File: src/rtl/restoring_divider_4bit_if.sv
// -----------------------------------------------------------------------------
// restoring_divider_4bit_if
// Bundles the request/result handshake of the 4-bit restoring divider together
// with the operand/result bus to the external combinational adder/subtractor.
//
// Signals:
//   start        request a division (sampled at the rising clock edge)
//   dividend     numerator N, captured when start is accepted
//   divisor      denominator D, captured when start is accepted
//   busy         division in progress
//   done         one-cycle result-valid pulse
//   quotient     result Q
//   remainder    result R
//   div_by_zero  last accepted divisor was zero
//   add_a/add_b  adder operands driven by the divider
//   add_op       adder operation, 0 = add, 1 = subtract
//   add_s        adder sum returned to the divider
//   add_cout     adder carry out returned to the divider
//
// Modports:
//   slave   the divider itself
//   master  the requester, which also hosts the adder
// -----------------------------------------------------------------------------
interface restoring_divider_4bit_if;
    logic       start;
    logic [3:0] dividend;
    logic [3:0] divisor;
    logic       busy;
    logic       done;
    logic [3:0] quotient;
    logic [3:0] remainder;
    logic       div_by_zero;
    logic [3:0] add_a;
    logic [3:0] add_b;
    logic       add_op;
    logic [3:0] add_s;
    logic       add_cout;

    modport slave (
        input  start, dividend, divisor, add_s, add_cout,
        output busy, done, quotient, remainder, div_by_zero,
               add_a, add_b, add_op
    );

    modport master (
        output start, dividend, divisor, add_s, add_cout,
        input  busy, done, quotient, remainder, div_by_zero,
               add_a, add_b, add_op
    );
endinterface

File: src/rtl/restoring_divider_4bit.sv
// -----------------------------------------------------------------------------
// restoring_divider_4bit
// Sequential 4-bit unsigned restoring divider. One quotient bit is resolved per
// clock using an external combinational 4-bit adder/subtractor: the divider
// presents the shifted partial remainder and the divisor with op=subtract and
// uses the returned carry (1 = no borrow) as the quotient bit.
//
// Ports:
//   clk      rising-edge clock
//   reset_n  synchronous active-low reset
//   bus      restoring_divider_4bit_if.slave (handshake, results, adder bus)
//
// Sequencing (start accepted at edge t):
//   t      IDLE -> LOAD   operands captured
//   t+1    LOAD -> RUN    (D != 0) or LOAD -> DONE with div_by_zero (D == 0)
//   t+2..t+5              four RUN steps, MSB of N first, last one -> DONE
//   done is high for the single cycle spent in DONE; start is ignored outside IDLE.
// -----------------------------------------------------------------------------
module restoring_divider_4bit #(
    parameter int WIDTH = 4
) (
    input  logic                      clk,
    input  logic                      reset_n,
    restoring_divider_4bit_if.slave   bus
);

    typedef enum logic [1:0] {
        S_IDLE = 2'd0,
        S_LOAD = 2'd1,
        S_RUN  = 2'd2,
        S_DONE = 2'd3
    } state_t;

    state_t           state_q;
    logic [WIDTH-1:0] n_q;          // captured dividend
    logic [WIDTH-1:0] d_q;          // captured divisor
    logic [WIDTH-1:0] p_q;          // partial remainder
    logic [WIDTH-1:0] qsr_q;        // quotient shift register
    logic [1:0]       count_q;      // RUN step index, 0..3
    logic [WIDTH-1:0] quotient_q;
    logic [WIDTH-1:0] remainder_q;
    logic             dbz_q;
    logic             busy_q;
    logic             done_q;

    logic [WIDTH-1:0] shift_s;      // partial remainder shifted with next dividend bit
    logic [WIDTH-1:0] p_d;
    logic [WIDTH-1:0] qsr_d;
    logic [WIDTH-1:0] add_a_s;
    logic [WIDTH-1:0] add_b_s;
    logic             add_op_s;

    // Next partial remainder / quotient and the adder operand drive for this step.
    always_comb begin
        shift_s  = {p_q[2:0], n_q[2'd3 - count_q]};
        add_a_s  = 4'd0;
        add_b_s  = 4'd0;
        add_op_s = 1'b0;
        p_d      = shift_s;
        qsr_d    = {qsr_q[2:0], bus.add_cout};

        if (state_q == S_RUN) begin
            add_a_s  = shift_s;
            add_b_s  = d_q;
            add_op_s = 1'b1;
        end else begin
            add_a_s  = 4'd0;
            add_b_s  = 4'd0;
            add_op_s = 1'b0;
        end

        // Carry out of A - D means no borrow: keep the difference, otherwise
        // restore by keeping the shifted value untouched.
        if (bus.add_cout) begin
            p_d = bus.add_s;
        end else begin
            p_d = shift_s;
        end
    end

    // Control FSM with all datapath and result registers.
    always_ff @(posedge clk) begin
        if (!reset_n) begin
            state_q     <= S_IDLE;
            n_q         <= 4'd0;
            d_q         <= 4'd0;
            p_q         <= 4'd0;
            qsr_q       <= 4'd0;
            count_q     <= 2'd0;
            quotient_q  <= 4'd0;
            remainder_q <= 4'd0;
            dbz_q       <= 1'b0;
            busy_q      <= 1'b0;
            done_q      <= 1'b0;
        end else begin
            case (state_q)
                S_IDLE: begin
                    done_q <= 1'b0;
                    if (bus.start) begin
                        n_q     <= bus.dividend;
                        d_q     <= bus.divisor;
                        p_q     <= 4'd0;
                        qsr_q   <= 4'd0;
                        count_q <= 2'd0;
                        busy_q  <= 1'b1;
                        state_q <= S_LOAD;
                    end else begin
                        busy_q  <= 1'b0;
                        state_q <= S_IDLE;
                    end
                end

                S_LOAD: begin
                    if (d_q == 4'd0) begin
                        // Division by zero: saturate quotient, pass N through.
                        quotient_q  <= 4'hF;
                        remainder_q <= n_q;
                        dbz_q       <= 1'b1;
                        busy_q      <= 1'b0;
                        done_q      <= 1'b1;
                        state_q     <= S_DONE;
                    end else begin
                        busy_q      <= 1'b1;
                        done_q      <= 1'b0;
                        state_q     <= S_RUN;
                    end
                end

                S_RUN: begin
                    p_q     <= p_d;
                    qsr_q   <= qsr_d;
                    count_q <= count_q + 2'd1;
                    if (count_q == 2'd3) begin
                        quotient_q  <= qsr_d;
                        remainder_q <= p_d;
                        dbz_q       <= 1'b0;
                        busy_q      <= 1'b0;
                        done_q      <= 1'b1;
                        state_q     <= S_DONE;
                    end else begin
                        busy_q      <= 1'b1;
                        done_q      <= 1'b0;
                        state_q     <= S_RUN;
                    end
                end

                S_DONE: begin
                    busy_q  <= 1'b0;
                    done_q  <= 1'b0;
                    state_q <= S_IDLE;
                end

                default: begin
                    busy_q  <= 1'b0;
                    done_q  <= 1'b0;
                    state_q <= S_IDLE;
                end
            endcase
        end
    end

    assign bus.busy        = busy_q;
    assign bus.done        = done_q;
    assign bus.quotient    = quotient_q;
    assign bus.remainder   = remainder_q;
    assign bus.div_by_zero = dbz_q;
    assign bus.add_a       = add_a_s;
    assign bus.add_b       = add_b_s;
    assign bus.add_op      = add_op_s;

endmodule

File: src/flat_wrapper.sv
// flat-port wrapper written by rule: the top's interface ports become plain ports
module restoring_divider_4bit_flat 
#(
    parameter int WIDTH = 4
)
  (clk, reset_n, bus_start, bus_dividend, bus_divisor, bus_add_s, bus_add_cout, bus_busy, bus_done, bus_quotient, bus_remainder, bus_div_by_zero, bus_add_a, bus_add_b, bus_add_op);
  restoring_divider_4bit_if bus_i ();
  input  logic clk;
  input  logic reset_n;
  input wire logic [$bits(bus_i.start)-1:0] bus_start;
  input wire logic [$bits(bus_i.dividend)-1:0] bus_dividend;
  input wire logic [$bits(bus_i.divisor)-1:0] bus_divisor;
  input wire logic [$bits(bus_i.add_s)-1:0] bus_add_s;
  input wire logic [$bits(bus_i.add_cout)-1:0] bus_add_cout;
  output wire logic [$bits(bus_i.busy)-1:0] bus_busy;
  output wire logic [$bits(bus_i.done)-1:0] bus_done;
  output wire logic [$bits(bus_i.quotient)-1:0] bus_quotient;
  output wire logic [$bits(bus_i.remainder)-1:0] bus_remainder;
  output wire logic [$bits(bus_i.div_by_zero)-1:0] bus_div_by_zero;
  output wire logic [$bits(bus_i.add_a)-1:0] bus_add_a;
  output wire logic [$bits(bus_i.add_b)-1:0] bus_add_b;
  output wire logic [$bits(bus_i.add_op)-1:0] bus_add_op;
  assign bus_i.start = bus_start;
  assign bus_i.dividend = bus_dividend;
  assign bus_i.divisor = bus_divisor;
  assign bus_i.add_s = bus_add_s;
  assign bus_i.add_cout = bus_add_cout;
  assign bus_busy = bus_i.busy;
  assign bus_done = bus_i.done;
  assign bus_quotient = bus_i.quotient;
  assign bus_remainder = bus_i.remainder;
  assign bus_div_by_zero = bus_i.div_by_zero;
  assign bus_add_a = bus_i.add_a;
  assign bus_add_b = bus_i.add_b;
  assign bus_add_op = bus_i.add_op;
  restoring_divider_4bit #(.WIDTH(WIDTH)) u_core (.clk(clk), .reset_n(reset_n), .bus(bus_i));
endmodule
File: config.mk
export PLATFORM = sky130hd
export DESIGN_NAME = restoring_divider_4bit_flat
export DESIGN_NICKNAME = d
export VERILOG_FILES = /design/src/rtl/restoring_divider_4bit_if.sv /design/src/rtl/restoring_divider_4bit.sv /design/src/flat_wrapper.sv
export SDC_FILE = /design/constraint.sdc
export NUM_CORES = 1
export LEC_CHECK = 0
export ABC_AREA = 1
export CAP_MARGIN = 20
export CELL_PAD_IN_SITES_DETAIL_PLACEMENT = 1
export CELL_PAD_IN_SITES_GLOBAL_PLACEMENT = 1
export CORE_UTILIZATION = 30
export CTS_CLUSTER_SIZE = 24
export DETAILED_ROUTE_END_ITERATION = 12
export PLACE_DENSITY = 0.7
export SLEW_MARGIN = 15
export SYNTH_ARGS = -nofsm -noshare
export SYNTH_HDL_FRONTEND = slang
export SYNTH_SLANG_ARGS = --single-unit
File: constraint.sdc
create_clock -name clk -period 1.7 [get_ports clk]
set_clock_uncertainty 0.2 [all_clocks]
set_input_delay 0.34 -clock clk [delete_from_list [all_inputs] [get_ports clk]]
set_output_delay 0.34 -clock clk [all_outputs]
set_load 0.02 [all_outputs]
==> results_dict.tcl <==
set metrics [dict create \
    r2r_start "u_core.state_q[0]" \
    ys_seq_area_share_pct 42.3 \
    p_per_area_nw_per_um2 965 \
    gp_congestion 0.816 \
    via_per_inst 4.72 \
    p_leak_nw 1.15 \
    drive_gt1_share_pct 46.3 \
    critPathTopFamily "buffers and inverters" \
    yosys.area_share.simple_pct 23.5 \
    rows 24 \
    rsz0062_at_grt "true" \
    worst-path-buf-inv 5 \
    path_cells "inv_2 > buf_6 > buf_12 > ha_4 > nand2_4 > buf_12 > clkinvlp_4 > nor2_1 > nor2_1" \
    met1_length_mm 1.93 \
    fp.dieArea_sq_um 4850 \
    grt_overflow 0 \
    critPathCaptureType "flip-flop" \
    synth-compound-area-share_pct 20.5 \
    synth_xor_area_share_pct 0 \
    drt_iter0_markers 56 \
    post-dp-hpwl_mm 2.77 \
    num_vias 1448 \
    fmax_mhz 558 \
    yosysWarnings 0 \
    layout_min_cycle_time_ps 1790 \
    cts_tree "built" \
    cts_sinks 29 \
    ys_types 21 \
    status "complete, but fails checks" \
    die_x_microns 69.7 \
    grt_usage_pct 17.4 \
    h-tree-depth 2 \
    ant_nets 0 \
    design_power_total_w 0.00233 \
    violations "negative setup slack" \
    top_layer "met4" \
    wl_per_cell_microns 14.8 \
    final_nets 276 \
    slew_headroom_pct 84.0 \
    initial_utilization_pct 31.3 \
    diodes 0 \
    core_sq_um 4380 \
    insertion_delay_ps 280 \
    fin_tns_setup_ps -1320 \
    layout_setup_ws_ps -91.4 \
    period_share_pct 105 \
    grt_pass1_wl_mm 6.64 \
    synth_fp_nets 203 \
    final-hold-violation-count 0 \
    ys_ff_latch 29 \
    synth_top_family_by_area "simple AND/OR/NAND/NOR gates" \
    netlist_area_sq_um 1370 \
    synth_cells 181 \
    num_io_pins 36 \
    worstMarginPinSlew_ps 240 \
    dr.pass1.iters 4 \
    start_kind "flip-flop" \
    grt_antenna_before_repair 0 \
    cp_slowest_stage_delay_ps 350 \
    path_class "flip-flop to flip-flop" \
    dp.cells 287 \
    max_cap_viol_count 0 \
    final_common_cell "nand2_1" \
    routed_wl_mm 4.53 \
    area_growth_pct 76.0 \
    wl_met3_microns 165 \
    ir_drop_v 0.000513 \
    drc 0 \
    grt_max_degree 16 \
    hp-start "u_core.bus.remainder[3]" \
    cts_buffers 5 \
    synthAdderAreaFrac_pct 5.46 \
    arrival_ps 1750 \
    cts_max_path_buffers 2 \
    port_buffers 35 \
    worstSetupStartpoint "u_core.state_q[0]" \
    avgSynthCellArea_sq_um 7.59 \
    layout_common_cells "31 x nand2_1, 26 x dfxtp_1, 25 x buf_4" \
    drv_slew 0 \
    clkTransAtPathRegs_ps 70 \
    cts_root_buffer "clkbuf_8" \
    synthMuxAreaShare_pct 0 \
    cp.required_ps 1660 \
    layout.cells.non_filler 307 \
    die_height_microns 69.7 \
    slowest_stage "dfxtp_2" \
    hp-class "flip-flop to flip-flop" \
    met2_length_mm 2.40 \
    finalSetupViolCount 28 \
    fin_util_pct 55.1 \
    critical_path.max_fanout 8 \
    grt_pass1_vias 1399 \
]
## area by class of cell
class | instances | area, sq um
Tap cell | 52 | 65.1
Fill cell | 518 | 1970
Multi-Input combinational cell | 126 | 870
Clock inverter | 1 | 30.0
Sequential cell | 29 | 584
Inverter | 22 | 98.8
Timing Repair Buffer | 69 | 677
Clock buffer | 7 | 86.3
Timing Repair inverter | 1 | 6.26
## metrics by stage
step | setup slack [ps] | hold slack, ps | instance area, sq um
detailed placement | -301 | 258 | 1960
CTS | -60.2 | 267 | 2170
floorplan | 6.39 | 257 | 1370
global route | -168 | 294 | 2420
finish | -91.4 | 264 | 2420
global placement | -264 | 254 | 1960
## state kept, by name, indices dropped and copies added, names as in the netlist
register	count
u_core.bus.div_by_zero	1
u_core.d_q	4
u_core.p_q	3
u_core.state_q	2
u_core.qsr_q	3
u_core.bus.done	1
u_core.bus.busy	1
u_core.bus.quotient	4
u_core.bus.remainder	4
u_core.count_q	2
u_core.n_q	4
## metal layers
metal	vias up	GRT usage, %
li1	731	-
met1	682	20.9
met2	31	31.2
met3	4	4.07
met4	0	4.44
met5	-	0
## cells by family after synthesis
family	count (synthesis)
and+or+nand+nor	77
AOI/OAI and AO/OA	42
DFF	29
buffers and inverters	27
adders and majority gates	6
## final timing paths
check                       endpoint  slack [ps]  cells after the start
min reg2reg  u_core.bus.remainder[3]         260                      2
max reg2reg            u_core.d_q[0]         -90                      9
max                    u_core.d_q[0]         -90                      9
min          u_core.bus.remainder[3]         260                      2
## worst reg2reg max path: cells and delay by family (launching register included)
| family | cells | cell delay [ps] |
|---|---|---|
| and+or+nand+nor | 3 | 330 |
| adders and majority gates | 1 | 170 |
| buffers and inverters | 5 | 630 |
| DFF | 1 | 350 |
## where the power goes
group          internal (W)  switching (W)  leakage, nW
sequential         0.000755      0.0000569        0.239
combinational      0.000355       0.000412        0.855
clock              0.000478       0.000276       0.0585
total               0.00159       0.000745         1.15
## Yosys cell counts
cell	n	share of area, %
a211oi_2	1	0.91
a21oi_1	9	3.3
a21oi_2	8	5.1
a22oi_1	3	1.6
buf_2	3	1.1
buf_4	1	0.55
clkbuf_1	1	0.27
dfxtp_1	29	42
ha_1	6	5.5
inv_1	20	5.5
inv_2	1	0.27
inv_6	1	0.64
nand2_1	41	11
nand2_2	4	1.8
nand3_1	6	2.2
nand3_4	1	1.3
nor2_1	24	6.6
o211ai_1	3	1.6
o21ai_0	13	4.7
o21ai_2	5	3.2
or2_1	1	0.46
## what timing repair did
item,CTS,global route
setup endpoints to repair,37,34
pin swaps,8,14
hold buffers,0,0
cloned,1,2
setup buffers,0,9
gates resized for setup,96,43
Power figures use the tool's default switching activity.
